[src/rtl/seq_counter_ctl.sv]
// Sequence counter and timing generator for the basic-computer control unit.
// Holds SC, decodes it to the one-hot T bus and ends each cycle at a per-opcode step.
module seq_counter_ctl #(
  parameter int SC_WIDTH = 4,
  parameter int NUM_OPS = 8,
  parameter logic [NUM_OPS*SC_WIDTH-1:0] END_T =
    {4'd3, 4'd6, 4'd5, 4'd4, 4'd4, 4'd5, 4'd5, 4'd5},
  parameter int INT_END_T = 2
) (
  input  logic                     clk_i,
  input  logic                     rst_ni,
  input  logic                     start_i,
  input  logic                     halt_i,
  input  logic                     stall_i,
  input  logic                     r_i,
  input  logic [NUM_OPS-1:0]       d_i,
  output logic [SC_WIDTH-1:0]      sc_o,
  output logic [2**SC_WIDTH-1:0]   t_o,
  output logic                     clr_o,
  output logic                     inc_o,
  output logic                     run_o,
  output logic                     cycle_done_o,
  output logic                     err_o
);

  localparam int NT = 2**SC_WIDTH;
  localparam logic [SC_WIDTH-1:0] IntEnd = SC_WIDTH'(INT_END_T);
  localparam logic [SC_WIDTH-1:0] DecodeEnd = SC_WIDTH'(3);
  localparam logic [SC_WIDTH-1:0] ScMax = '1;
  localparam logic [NT-1:0] TOne = NT'(1);

  logic [SC_WIDTH-1:0] sc_q, sc_d;
  logic                run_q, run_d;
  logic                done_q, done_d;
  logic                err_q, err_d;

  logic opEnd;
  logic cycleEnd;
  logic illegalOp;

  // Opcode bits are only trusted once decode (T2) has finished.
  always_comb begin
    opEnd = 1'b0;
    for (int k = 0; k < NUM_OPS; k++) begin
      if (d_i[k] && (sc_q == END_T[k*SC_WIDTH +: SC_WIDTH])) begin
        opEnd = 1'b1;
      end
    end
  end

  assign cycleEnd  = r_i ? (sc_q == IntEnd) : ((sc_q >= DecodeEnd) && opEnd);
  assign clr_o     = run_q & ~stall_i & cycleEnd;
  assign inc_o     = run_q & ~stall_i & ~cycleEnd;
  assign illegalOp = run_q && !r_i && (sc_q == DecodeEnd) && ($countones(d_i) != 1);

  always_comb begin
    sc_d   = sc_q;
    run_d  = run_q;
    done_d = clr_o;
    err_d  = err_q;
    if (clr_o) begin
      sc_d = '0;
    end else if (inc_o) begin
      sc_d = sc_q + 1'b1;
    end
    if (halt_i) begin
      run_d = 1'b0;
    end else if (start_i) begin
      run_d = 1'b1;
    end
    if (illegalOp || (inc_o && (sc_q == ScMax))) begin
      err_d = 1'b1;
    end
  end

  always_ff @(posedge clk_i or negedge rst_ni) begin
    if (!rst_ni) begin
      sc_q   <= '0;
      run_q  <= 1'b0;
      done_q <= 1'b0;
      err_q  <= 1'b0;
    end else begin
      sc_q   <= sc_d;
      run_q  <= run_d;
      done_q <= done_d;
      err_q  <= err_d;
    end
  end

  assign sc_o         = sc_q;
  assign t_o          = TOne << sc_q;
  assign run_o        = run_q;
  assign cycle_done_o = done_q;
  assign err_o        = err_q;

endmodule

[config.mk]
export PLATFORM = sky130hd
export DESIGN_NAME = seq_counter_ctl
export DESIGN_NICKNAME = d
export VERILOG_FILES = /design/src/rtl/seq_counter_ctl.sv
export SDC_FILE = /design/constraint.sdc
export NUM_CORES = 1
export LEC_CHECK = 0
export CORE_MARGIN = 2
export CORE_UTILIZATION = 30
export CTS_CLUSTER_SIZE = 12
export DETAILED_ROUTE_END_ITERATION = 16
export PLACE_DENSITY = 0.73
export SLEW_MARGIN = 20
export SYNTH_ARGS = -nofsm -noshare
export SYNTH_HDL_FRONTEND = slang
export SYNTH_SLANG_ARGS = --single-unit
[constraint.sdc]
create_clock -name clk_i -period 2.5 [get_ports clk_i]
set_clock_uncertainty 0.15 [all_clocks]
set_input_delay 0.375 -clock clk_i [delete_from_list [all_inputs] [get_ports clk_i]]
set_output_delay 0.375 -clock clk_i [all_outputs]
set_load 0.005 [all_outputs]
### After elaboration in Yosys (flattened, before gate mapping)

Cells that the tools add are included.
Widths: inputs -> output; s select.

* register bits after elaboration: 7
* input port bits: 14
* word-level logic and storage cells: 56

* magnitude comparators: 1
* $add $sub $neg: 8
* bitwise logic cells: 5
* reductions and logical operators: 17
* equal/unequal tests: 7
* shift-type cells: 1
* muxes and demuxes: 13

Operators with widths (count)
* $shl 1x4->16 const A: 1
* $logic_and 1x1->1: 13
* $eq 4x3->1 const B: 3
* $mux 1: 11
* $add 1x1->2: 4
* $eq 4x2->1 const B: 2
* $mux 4: 2
* $add 2x2->3: 2
* $add 3x3->4: 1
* $add 4x1->4 const B: 1
* $eq 4x4->1 const B: 1
* $ge 4x2->1 const B: 1
* $ne 4x1->1 const B: 1
* $reduce_bool 2->1: 2
* $and 1x1->1: 3
* $not 1->1: 2
* $logic_not 1->1: 1
* $logic_or 1x1->1: 1

### Logic depth before layout (Yosys ltp)

Gate-level depths: netlist of run 1.

* depth after elaboration: 16
* depth in mapped cells: 12
* depth with buffers taken out: 12

### Worst setup path after synthesis of run 1

OpenSTA, ideal clock, no wires.

* kind: in2reg
* from: input d_i[0]
* to: register err_q (netlist: err_o)
* slack: -0.636 ns
* stages on the path: 12
* arrival: 2.859 ns
* required time: 2.223 ns
* cell sequence: inv_1 -> fa_1 -> fa_1 -> fa_1 -> inv_1 -> ha_1 -> inv_1 -> fa_1 -> a211oi_1 -> mux2i_1 -> nor2_1 -> o21ai_1

* cells in the longest elaborated chain, start to end: 15
* elaborated cells between the ends (all ways): 20
* those cells by class: add/sub: 3; eq/ne: 1; mux: 9; bitwise: 2; reduce/logical: 5

RTL lines
* start, declared: line 16 `input logic [NUM_OPS-1:0] d_i,`
* $logic_and 1x1->1: line 45 `if (d_i[k] && (sc_q == END_T[k*SC_WIDTH +: SC_WIDTH])) begin`
* $mux 1 (8 in a row): line 45
* $logic_and 1x1->1: line 51 `assign cycleEnd = r_i ? (sc_q == IntEnd) : ((sc_q >= DecodeEnd) && opEnd);`
* $mux 1: line 51
* $not 1->1: line 53 `assign inc_o = run_q & ~stall_i & ~cycleEnd;`
* $and 1x1->1: line 53
* $logic_and 1x1->1: line 71 `if (illegalOp || (inc_o && (sc_q == ScMax))) begin`
* $logic_or 1x1->1 (*): line 71
* end signal, assigned: line 86 `err_q <= err_d;`
* end, declared: line 35 `logic err_q, err_d;`

Every way passes the cells marked *; elsewhere a longest branch is shown, timed or not.
A chain may end at the register's enable or synchronous reset.

### Worst setup path after layout of run 1

* from: input d_i[3]
* to: register err_q (netlist: err_o)

* cells in the longest elaborated chain, start to end: 12
* elaborated cells between the ends (all ways): 17
* those cells by class: add/sub: 3; eq/ne: 1; mux: 6; bitwise: 2; reduce/logical: 5

RTL lines (line)
* parallel branches: the longest is 11 deep, another holds $add 3x3->4
* $logic_or 1x1->1 (*): 71

Mark *: on every way between the ends.

==> results of run 1 <==
## power groups by stage
stage	registers (W)	logic, W	clock network (W)
final	0.000190	0.000850	0.000105
after global routing	0.000196	0.000925	0.000117
after CTS	0.000187	0.000787	0.000112
after detailed placement	0.000188	0.000736	0
after global placement	0.000187	0.000713	0
after floorplan	0.000199	0.000336	0
## routing by layer
metal	vias up	wire length (um)	global-route usage, %
met2	30	1250	28.2
met3	2	144	2.09
met5	-	0	0
met4	0	23	5.10
li1	428	-	-
met1	406	885	17.5
## layout make-up
cell class | instances | area (um^2)
clock buffers | 4 | 26.3
well taps | 30 | 37.5
repair buffers | 65 | 596
inverters | 18 | 72.6
multi-input cells | 61 | 617
fillers | 246 | 998
flip-flops and latches | 7 | 175
## stage by stage
stage / TNS (ns) / hold WS (ns) / cells / util, % / power [W]
after global routing: -0.604 / 0.261 / 185 / 60.4 / 0.00124
after detailed placement: -1.51 / 0.341 / 173 / 54.2 / 0.000924
final: -0.485 / 0.228 / 185 / 60.4 / 0.00115
after floorplan: -0.566 / -0.0706 / 88 / - / 0.000535
after CTS: -0.630 / 0.232 / 181 / 57.2 / 0.00109
after global placement: -1.40 / 0.347 / 173 / 54.2 / 0.000900
## registers in the layout (all words and copies together) (netlist names)
signal	flops
err_o	1
cycle_done_o	1
sc_o	4
run_o	1
## critical path, stage by stage
cell and delay (ns):
sky130_fd_sc_hd__buf_8 0.08, sky130_fd_sc_hd__inv_4 0.03, sky130_fd_sc_hd__fa_1 0.50, sky130_fd_sc_hd__fa_1 0.57, sky130_fd_sc_hd__fa_1 0.43, sky130_fd_sc_hd__inv_2 0.08
sky130_fd_sc_hd__ha_4 0.13, sky130_fd_sc_hd__inv_2 0.03, sky130_fd_sc_hd__fa_2 0.34, sky130_fd_sc_hd__a211oi_2 0.15, sky130_fd_sc_hd__mux2i_1 0.10, sky130_fd_sc_hd__nor2_1 0.11
sky130_fd_sc_hd__o21ai_1 0.06
## cells in the final DEF (no fill, tap or decap), types with 3 or more instances in the layout
| master | instances |
|---|---|
| sky130_fd_sc_hd__nand2_1 | 4 |
| sky130_fd_sc_hd__nor2_1 | 4 |
| sky130_fd_sc_hd__clkbuf_4 | 3 |
| sky130_fd_sc_hd__and2_1 | 8 |
| sky130_fd_sc_hd__buf_4 | 26 |
| sky130_fd_sc_hd__inv_1 | 11 |
| sky130_fd_sc_hd__clkdlybuf4s50_1 | 32 |
| sky130_fd_sc_hd__fa_1 | 3 |
| sky130_fd_sc_hd__and3_1 | 4 |
| sky130_fd_sc_hd__ha_1 | 5 |
| sky130_fd_sc_hd__ha_4 | 4 |
| sky130_fd_sc_hd__nor2b_1 | 4 |
| sky130_fd_sc_hd__dfrtp_1 | 7 |
| sky130_fd_sc_hd__inv_2 | 5 |
## timing repair
action                     CTS  global route
resized for setup           27            14
pin swaps                   11            12
setup endpoints to repair    5             4
buffers inserted             4             4
## worst min-delay path by stage
| stage | startpoint | cells past startpoint | end | slack, ns |
|---|---|---|---|---|
| floorplan | rst_ni | 0 | cycle_done_o | -0.07 |
| global placement | err_o | 2 | err_o | 0.35 |
| detailed placement | err_o | 2 | err_o | 0.34 |
| CTS | rst_ni | 1 | run_o | 0.23 |
| global route | rst_ni | 1 | run_o | 0.26 |
| finish | rst_ni | 1 | run_o | 0.23 |
## kinds of logic (layout without fill, tap and decap cells)
kind of cell,Yosys count,after routing,share of synthesized area [%]
fa+ha+maj,13,13,23.7
simple gates,35,35,26.8
compound gates,12,12,16.5
buf+inv,20,87,10.2
mux,1,1,1.23
flops,7,7,21.6
==> reports/qor.tcl, run 1 <==
set qor(status) {finished with violations}
set qor(violated_checks) {negative setup slack}
set qor(critical_path.reg2reg.endpoint) {cycle_done_o}
set qor(yosysWarningCount) 0
set qor(post_cts_hold_buffer_count) 0
set qor(worst_setup_hold_path_clk_slew_ns) 0.05
set qor(finalWirelength_mm) 2.31
set qor(drt.antenna.violating_nets) 0
set qor(clk_latency_ns) 0.26
set qor(timing_max_transition_violations_final) 0
set qor(irDropWorstVdd_v) 0.000487
set qor(crit_end) {err_o}
set qor(area_share_of_the_leading_cell_type_in_the_synthesized_netlist_pct) 21.6
set qor(cts_root_buf) {sky130_fd_sc_hd__clkbuf_4}
set qor(power.density_nw_per_um2) 752
set qor(r2r-start) {sc_o[1]}
set qor(net-switching-power_w) 0.000441
set qor(dr_wl_cell_um) 12.5
set qor(power_switching_share_pct) 38.5
set qor(cts-buffers-inserted) 3
set qor(fin_crit_sh_pct) 119
set qor(io_buffers) 38
set qor(clockPowerShare_pct) 9.2
set qor(io_pins) 39
set qor(sinks_on_the_clock_net) 7
set qor(first_iter_violations) 16
set qor(antenna_cells) 0
set qor(final_critical_path_setup_slack_ns) -0.485
set qor(cts_buffer_depth) 2
set qor(synth-async-reset-ratio_pct) 100
set qor(die_x_um) 56.0
set qor(fp.dieArea_um2) 3140
set qor(synth.yosys.seq_area_share_pct) 21.6
set qor(finish.instance_area_um2) 1520
set qor(via_count) 866
set qor(ys_top_cells_by_count) {18 x sky130_fd_sc_hd__inv_1, 9 x sky130_fd_sc_hd__ha_1, 8 x sky130_fd_sc_hd__and2_1}
set qor(cell_internal_pwr_w) 0.000705
set qor(grt_first_pass_wirelength_mm) 3.86
set qor(initial_core_util_pct) 32.2
set qor(cp.arrival_ns) 2.97
set qor(hold_class) {in2async}
set qor(leakage_nw) 0.750
set qor(fmax_mhz) 335
set qor(finalHoldViolCount) 0
set qor(vias_in_the_first_global_route) 887
set qor(drt_drc_violations_left) 0
set qor(die_h_um) 56.0
set qor(layout-drive-gt1-share_pct) 34.8
set qor(synth_top_cell_by_area) {sky130_fd_sc_hd__dfrtp_1}
set qor(placement_rows) 18
set qor(tightestPinTransition_ns) 0.341
set qor(critical_path.startpoint) {d_i[3]}
set qor(grt_overflow_total) 0
set qor(part_of_the_power_in_registers_pct) 16.6
set qor(num-nets-final) 183
set qor(finalSetupViolations) 1
set qor(synthFlopType) {sky130_fd_sc_hd__dfrtp_1}
set qor(place_hpwl_mm) 1.84
set qor(relSlewSlack_pct) 77.1
set qor(edff_count_synth) 0
set qor(post_dp_cell_area_um2) 1370
set qor(post_synth_inst_count) 88
set qor(reg2reg_depth) 8
set qor(synth_nets) 115
set qor(core_area_um2) 2520
set qor(gpl.final_weighted_congestion) 0.833
set qor(grt_start_max_net_pins) 11
set qor(max_cap_violations) 0
set qor(end_kind) {register}
set qor(combinationalPowerShare_pct) 74.2
set qor(globalRouteTotalUtil_pct) 15.2
set qor(number_of_synthesized_register_bits) 7
set qor(critical_path_fanout_max) 2
set qor(worstSetupPathType) {in2reg}
set qor(critical_path_required_ns) 2.49
set qor(clock_tree.htree_level_count) 1
set qor(preCtsSetupSlack_ns) -1.20
set qor(worst_r2r_setup_slack_ns) 0.58
set qor(viasPerCell) 4.68
set qor(post-route-min-period_ns) 2.98
set qor(number_of_antenna_violations_at_the_first_check_in_global_routing) 0
set qor(critical_path.startpoint_type) {primary input}
set qor(synth.avg_cell_area_um2) 9.23
set qor(netlist-cell-type-count) 33
set qor(synthMostInstantiatedCell) {sky130_fd_sc_hd__inv_1}
set qor(rsz0062_at_grt) {yes}
set qor(drt_first_pass_iters) 4
set qor(synthToLayoutAreaGrowth_pct) 87.7
set qor(mappedNetlistArea_um2) 812
set qor(yosys-top-cells-area) {sky130_fd_sc_hd__dfrtp_1 22%, sky130_fd_sc_hd__ha_1 14%, sky130_fd_sc_hd__fa_1 9.9%, sky130_fd_sc_hd__inv_1 8.3%, sky130_fd_sc_hd__and2_1 6.2%}
set qor(cts_tree) {built}
No activity file was read; power rests on OpenSTA's default activity.
==> run 2: changes to the inputs <==
--- a/config.mk
+++ b/config.mk
@@ -5,6 +5,7 @@
 export SDC_FILE = /design/constraint.sdc
 export NUM_CORES = 1
 export LEC_CHECK = 0
+export ABC_AREA = 1
 export CORE_MARGIN = 2
 export CORE_UTILIZATION = 30
 export CTS_CLUSTER_SIZE = 12
==> constraint.sdc (replaced) <==
create_clock -name clk_i -period 3.5 [get_ports clk_i]
set_clock_uncertainty 0.15 [all_clocks]
set_input_delay 0.525 -clock clk_i [delete_from_list [all_inputs] [get_ports clk_i]]
set_output_delay 0.525 -clock clk_i [all_outputs]
set_load 0.005 [all_outputs]
==> run 2 against run 1 <==
  * The run now ends clean
  * Routed wire length is 15% lower
  * Largest cell class unchanged
  * Register-to-register slack improved by 1.2 ns
  * Global-route usage down 1.3 points
  * Critical endpoint unchanged
  * Area after synthesis grew 2.8%
  * Final area shrank 17%
  * Combinational power decreased by 55%
  * Power fell by 47%
  * Sequential share of layout area increased by 2.3 points
==> reports/qor.tcl, run 2 <==
set qor(status) {finished clean}
set qor(power_switching_share_pct) 42.6
set qor(area_share_of_the_leading_cell_type_in_the_synthesized_netlist_pct) 21.0
set qor(edff_count_synth) 0
set qor(vias_in_the_first_global_route) 863
set qor(via_count) 849
set qor(number_of_antenna_violations_at_the_first_check_in_global_routing) 0
set qor(layout.filler_cells) 289
set qor(critical_path_required_ns) 3.49
set qor(fin_crit_sh_pct) 95.3
set qor(layout-drive-gt1-share_pct) 13.0
set qor(synth.yosys.seq_area_share_pct) 21.0
set qor(globalRouteTotalUtil_pct) 13.9
set qor(number_of_flip_flops_in_the_largest_register) 4
set qor(synthMostInstantiatedCell) {sky130_fd_sc_hd__inv_1}
set qor(synth_top_cell_by_area) {sky130_fd_sc_hd__dfrtp_1}
set qor(worst_setup_hold_path_clk_slew_ns) 0.05
set qor(max_cap_violations) 0
set qor(layout.cells.most_common_list) {35 x sky130_fd_sc_hd__clkdlybuf4s50_1, 29 x sky130_fd_sc_hd__inv_1, 22 x sky130_fd_sc_hd__nand2_1, 17 x sky130_fd_sc_hd__nor2_1}
set qor(irDropWorstVdd_v) 0.000275
set qor(netlist-cell-type-count) 22
set qor(grt_start_max_net_pins) 13
set qor(part_of_the_power_in_registers_pct) 25.1
set qor(cts_tree) {built}
set qor(synth_nets) 147
set qor(die_h_um) 56.7
set qor(synth.avg_cell_area_um2) 6.95
set qor(finalWirelength_mm) 1.97
set qor(hold_class) {reg2reg}
set qor(dpl.cell_count) 187
set qor(critical_path_fanout_max) 2
set qor(yosys-top-cells-area) {sky130_fd_sc_hd__dfrtp_1 21%, sky130_fd_sc_hd__inv_1 14%, sky130_fd_sc_hd__ha_1 13%, sky130_fd_sc_hd__nand2_1 9.9%, sky130_fd_sc_hd__fa_1 9.6%}
set qor(fp.dieArea_um2) 3220
set qor(finalPower_w) 0.000602
set qor(post_synth_inst_count) 120
set qor(combinationalPowerShare_pct) 63.0
set qor(multi_input_area_um2) 510
set qor(sinks_on_the_clock_net) 7
set qor(core_area_um2) 2710
set qor(grt_first_pass_wirelength_mm) 3.53
set qor(mappedNetlistArea_um2) 835
set qor(finalHoldViolCount) 0
set qor(drt_first_pass_iters) 4
set qor(seq_area_um2) 175
set qor(finalSetupViolations) 0
set qor(initial_core_util_pct) 30.8
set qor(number_of_synthesized_register_bits) 7
set qor(clk_latency_ns) 0.25
set qor(placement_rows) 19
set qor(cp.arrival_ns) 3.32
set qor(power.density_nw_per_um2) 476
set qor(tightestPinTransition_ns) 0.425
set qor(leakage_nw) 0.653
set qor(cell_internal_pwr_w) 0.000346
set qor(io_buffers) 38
set qor(drt.antenna.violating_nets) 0
set qor(synth-async-reset-ratio_pct) 100
set qor(relSlewSlack_pct) 71.6
set qor(worstSetupPathType) {in2reg}
set qor(critical_path.startpoint_type) {primary input}
set qor(timing_max_transition_violations_final) 0
set qor(post-route-min-period_ns) 3.33
set qor(rsz0062_at_grt) {no}
set qor(stdcell_count) 192
set qor(place_hpwl_mm) 1.74
set qor(net-switching-power_w) 0.000257
set qor(die_x_um) 56.7
set qor(yosysWarningCount) 0
set qor(fmax_mhz) 300
set qor(synthFlopType) {sky130_fd_sc_hd__dfrtp_1}
set qor(cts_root_buf) {sky130_fd_sc_hd__clkbuf_4}
set qor(grt_overflow_total) 0
set qor(num-nets-final) 189
set qor(antenna_cells) 0
set qor(clock_tree.htree_level_count) 1
set qor(post_cts_hold_buffer_count) 0
set qor(drt_drc_violations_left) 0
set qor(first_iter_violations) 11
set qor(final_common_cell) {sky130_fd_sc_hd__clkdlybuf4s50_1}
set qor(gpl.final_weighted_congestion) 0.847
set qor(synthToLayoutAreaGrowth_pct) 51.7
set qor(ys_top_cells_by_count) {31 x sky130_fd_sc_hd__inv_1, 22 x sky130_fd_sc_hd__nand2_1, 17 x sky130_fd_sc_hd__nor2_1}
set qor(end_kind) {register}
set qor(clockPowerShare_pct) 11.9
set qor(io_pins) 39
set qor(cts-buffers-inserted) 3
set qor(dr_wl_cell_um) 10.3
set qor(cts_buffer_depth) 2
set qor(worst_r2r_setup_slack_ns) 1.82
set qor(viasPerCell) 4.42
[run 2: cell count changes in the layout (fill, tap and decap cells not counted), moves of 4 or more]
cell                      delta
sky130_fd_sc_hd__buf_4      -24
sky130_fd_sc_hd__nor2_1     +13
sky130_fd_sc_hd__ha_4        -4
sky130_fd_sc_hd__nor2b_1     -4
sky130_fd_sc_hd__nand2_1    +18
sky130_fd_sc_hd__and2_1      -8
sky130_fd_sc_hd__inv_1      +18
sky130_fd_sc_hd__and3_1      -4
sky130_fd_sc_hd__nand3_1     +7
[run 2: logic make-up after synthesis]
group	share of synthesized area, %
compound gates	2.25
buf+inv	18.4
simple gates	32.2
xor+xnor	3.00
flops	21.0
fa+ha+maj	23.1
[run 2: repair_timing]
action	in CTS	in global routing
setup endpoints to repair	1	1
buffers inserted	1	0
resized for setup	7	0
pin swaps	7	6
endpoints found under the hold margin	0	0
[run 2: final cells by class]
| class | count | share of cell area [%] |
|---|---|---|
| Inverter | 33 | 9.78 |
| Multi-Input combinational cell | 77 | 40.3 |
| Timing Repair Buffer | 40 | 30.9 |
| Clock buffer | 4 | 2.08 |
| Sequential cell | 7 | 13.8 |
| Tap cell | 31 | 3.06 |
[run 2: final timing paths]
kind,startpoint,endpoint,depth (start not counted)
setup / recovery,d_i[0],err_o,14
hold / removal,err_o,err_o,2
setup reg to reg,sc_o[0],err_o,11
hold reg to reg,err_o,err_o,2
max in group asynchronous,rst_ni,sc_o[2],1
min in group asynchronous,rst_ni,cycle_done_o,1
[run 2: critical path, cell delays in order]
cell                            delay [ns]
sky130_fd_sc_hd__dlygate4sd2_1        0.24
sky130_fd_sc_hd__inv_1                0.07
sky130_fd_sc_hd__fa_1                 0.43
sky130_fd_sc_hd__fa_1                 0.51
sky130_fd_sc_hd__fa_1                 0.40
sky130_fd_sc_hd__inv_1                0.07
sky130_fd_sc_hd__ha_2                 0.19
sky130_fd_sc_hd__inv_2                0.04
sky130_fd_sc_hd__fa_2                 0.37
sky130_fd_sc_hd__xnor2_1              0.13
sky130_fd_sc_hd__nor2_1               0.08
sky130_fd_sc_hd__nand3_1              0.08
sky130_fd_sc_hd__a21oi_1              0.12
sky130_fd_sc_hd__nand2_1              0.06
[run 2: metal layers]
layer | vias to the layer above | GRT usage (%) | share of wire, %
met1 | 391 | 17.0 | 43
met4 | 0 | 5.98 | 1.3
met3 | 4 | 2.30 | 4.5
met2 | 22 | 23.8 | 51
met5 | - | 0 | 0
li1 | 432 | - | -
[run 2: power by group through the flow]
stage / Combinational [W] / Clock, W / Sequential, W
floorplan: 0.000226 / 0 / 0.000131
global placement: 0.000370 / 0 / 0.000151
detailed placement: 0.000379 / 0 / 0.000153
CTS: 0.000386 / 0.0000755 / 0.000150
global route: 0.000427 / 0.0000806 / 0.000158
finish: 0.000379 / 0.0000718 / 0.000151
[run 2: per-stage QoR]
step	TNS, ns	hold WS (ns)	area (um^2)	util (%)	worst slack, ns
after floorplan	0	0.0794	835	-	0.241
after global placement	-0.336	0.325	1230	45.4	-0.336
after detailed placement	-0.403	0.331	1230	45.4	-0.403
after CTS	0	0.335	1270	46.7	0.0461
after global routing	0	0.344	1270	46.7	0.0155
final	0	0.319	1270	46.7	0.165
==> run 3: changes to the inputs <==
--- a/config.mk
+++ b/config.mk
@@ -7,10 +7,10 @@
 export LEC_CHECK = 0
 export ABC_AREA = 1
 export CORE_MARGIN = 2
-export CORE_UTILIZATION = 30
+export CORE_UTILIZATION = 44
 export CTS_CLUSTER_SIZE = 12
 export DETAILED_ROUTE_END_ITERATION = 16
-export PLACE_DENSITY = 0.73
+export PLACE_DENSITY = 0.95
 export SLEW_MARGIN = 20
 export SYNTH_ARGS = -nofsm -noshare
 export SYNTH_HDL_FRONTEND = slang
==> run 3 against run 2 <==
  * Via count increased by 1.6%
  * Utilization increased by 26 points
  * Critical endpoint unchanged
  * Fmax decreased by 0.12%
  * Routed wire length increased by 11%
  * Sequential share of layout area decreased by 0.27 points
  * Global-route usage increased by 6.3 points
  * Worst setup slack got worse by 0.0040 ns
  * First-iteration DRC count increased by 82%
  * Critical path depth unchanged
  * Flip-flop and latch count unchanged
  * Clock-buffer cell count unchanged
  * Critical path type unchanged
==> reports/qor.tcl, run 3 (synthesis results as in run 2) <==
set qor(fin_crit_sh_pct) 95.4
set qor(rsz0062_at_grt) {no}
set qor(critPathMaxStageDelay_ns) 0.56
set qor(grt_start_max_net_pins) 13
set qor(io_buffers) 38
set qor(post-route-min-period_ns) 3.34
set qor(die_h_um) 47.6
set qor(cts-buffers-inserted) 3
set qor(worstSetupPathType) {in2reg}
set qor(critical_path_required_ns) 3.49
set qor(viasPerCell) 4.61
set qor(grt_overflow_total) 0
set qor(worstHoldPathCells) 2
set qor(reg2reg_depth) 11
set qor(gpl.final_weighted_congestion) 0.866
set qor(via_count) 863
set qor(timing_max_transition_violations_final) 0
set qor(globalRouteTotalUtil_pct) 20.2
set qor(vias_in_the_first_global_route) 800
set qor(stdcell_count) 187
set qor(synthToLayoutAreaGrowth_pct) 54.7
set qor(leakage_nw) 0.660
set qor(num-nets-final) 190
set qor(critical_path_fanout_max) 2
set qor(placement_rows) 15
set qor(worst_setup_hold_path_clk_slew_ns) 0.05
set qor(fmax_mhz) 300
set qor(final.hold.worst_slack_ns) 0.340
set qor(dr_wl_cell_um) 11.7
set qor(preCtsSetupSlack_ns) -0.475
set qor(relSlewSlack_pct) 69.3
set qor(cts_tree) {built}
set qor(end_kind) {register}
set qor(cts_root_buf) {sky130_fd_sc_hd__clkbuf_4}
set qor(drt_drc_violations_left) 0
set qor(finalSetupViolations) 0
set qor(clk_latency_ns) 0.25
set qor(core_area_um2) 1760
set qor(fin_tns_setup_ns) 0
set qor(drt.antenna.violating_nets) 0
set qor(cp_slowest_cell) {sky130_fd_sc_hd__fa_1}
set qor(first_iter_violations) 20
set qor(finalHoldViolCount) 0
set qor(layout-drive-gt1-share_pct) 16.7
set qor(status) {finished clean}
set qor(final_common_cell) {sky130_fd_sc_hd__clkdlybuf4s50_1}
set qor(io_pins) 39
set qor(tightestPinTransition_ns) 0.460
set qor(clock_tree.htree_level_count) 1
set qor(antenna_cells) 0
set qor(final_critical_path_setup_slack_ns) 0.161
set qor(layout.cells.most_common_list) {35 x sky130_fd_sc_hd__clkdlybuf4s50_1, 26 x sky130_fd_sc_hd__inv_1, 22 x sky130_fd_sc_hd__nand2_1, 17 x sky130_fd_sc_hd__nor2_1}
set qor(place_hpwl_mm) 1.81
set qor(hold_class) {reg2reg}
set qor(max_cap_violations) 0
set qor(dpl.cell_count) 181
set qor(die_x_um) 47.6
set qor(drt_first_pass_iters) 4
set qor(crit_chain) {clkdlybuf4s15_1 > inv_2 > fa_1 > fa_1 > fa_1 > inv_2 > ha_4 > inv_2 > fa_2 > xnor2_2 > nor2_1 > nand3_1 > a21oi_2 > nand2_1}
set qor(grt_first_pass_wirelength_mm) 3.28
set qor(power.density_nw_per_um2) 493
set qor(finalWirelength_mm) 2.18
set qor(cp.arrival_ns) 3.33
set qor(irDropWorstVdd_v) 0.000300
set qor(fp.dieArea_um2) 2260
set qor(initial_core_util_pct) 47.3
set qor(number_of_antenna_violations_at_the_first_check_in_global_routing) 0
set qor(cts_buffer_depth) 2
set qor(sinks_on_the_clock_net) 7
set qor(number_of_flip_flops_in_the_largest_register) 4
set qor(critical_path.startpoint_type) {primary input}
## run 3: cell types whose count changed in the layout (fill, tap and decap cells not counted), moves of 3 or more
cell / change
sky130_fd_sc_hd__clkdlybuf4s15_1: +3
sky130_fd_sc_hd__dlygate4sd2_1: -3
sky130_fd_sc_hd__inv_2: +3
sky130_fd_sc_hd__inv_1: -3
## run 3: per-layer routing
| metal | track usage (%) | wire length, um |
|---|---|---|
| met1 | 24.9 | 943 |
| met2 | 36.2 | 1100 |
| met3 | 1.51 | 96 |
| met4 | 8.11 | 38 |
| met5 | 0 | 0 |
## run 3: stage by stage
step / cell area [um^2] / total power (W) / util, %
2_1_floorplan: 835 / 0.000357 / -
3_3_place_gp: 1220 / 0.000514 / 69.4
3_5_place_dp: 1220 / 0.000536 / 69.4
4_1_cts: 1260 / 0.000621 / 71.6
5_1_grt: 1290 / 0.000691 / 73.2
6_report: 1290 / 0.000637 / 73.2
## run 3: cell type report
| class | count | area [um^2] |
|---|---|---|
| timing repair buffer | 41 | 403 |
| tap | 25 | 31.3 |
| clock buffer | 4 | 26.3 |
| sequential | 7 | 175 |
| inverter | 33 | 124 |
| multi-input combinational | 77 | 532 |
| fill | 152 | 473 |
## run 3: power by group
part / switching [W] / internal (W) / total (W) / leakage [nW]
registers: 0.0000489 / 0.000105 / 0.000154 / 0.0906
logic: 0.000199 / 0.000211 / 0.000410 / 0.555
clock network: 0.0000295 / 0.0000435 / 0.0000730 / 0.0150
total: 0.000277 / 0.000360 / 0.000637 / 0.660
## run 3: what timing repair did
action,CTS,global route
cloned,0,0
endpoints found under the setup margin,1,1
buffers inserted,1,1
gates resized for setup,10,6
hold buffers,0,0
pin swaps,8,9
## run 3: final timing paths
check	start	end	slack, ns
setup reg to reg	sc_o[0]	sc_o[0]	1.78
min in group asynchronous	rst_ni	cycle_done_o	0.38
hold / removal	err_o	err_o	0.34
hold reg to reg	err_o	err_o	0.34
max in group asynchronous	rst_ni	sc_o[0]	2.57
setup / recovery	d_i[3]	err_o	0.16
## run 3: critical path, delay by kind of cell
kind                     cells  cell delay [ns]
XOR/XNOR                     1             0.14
AO/OA/AOI/OAI                1             0.13
AND/OR/NAND/NOR              3             0.26
buffers and inverters        4             0.34
adder cells (fa/ha/maj)      5             1.94
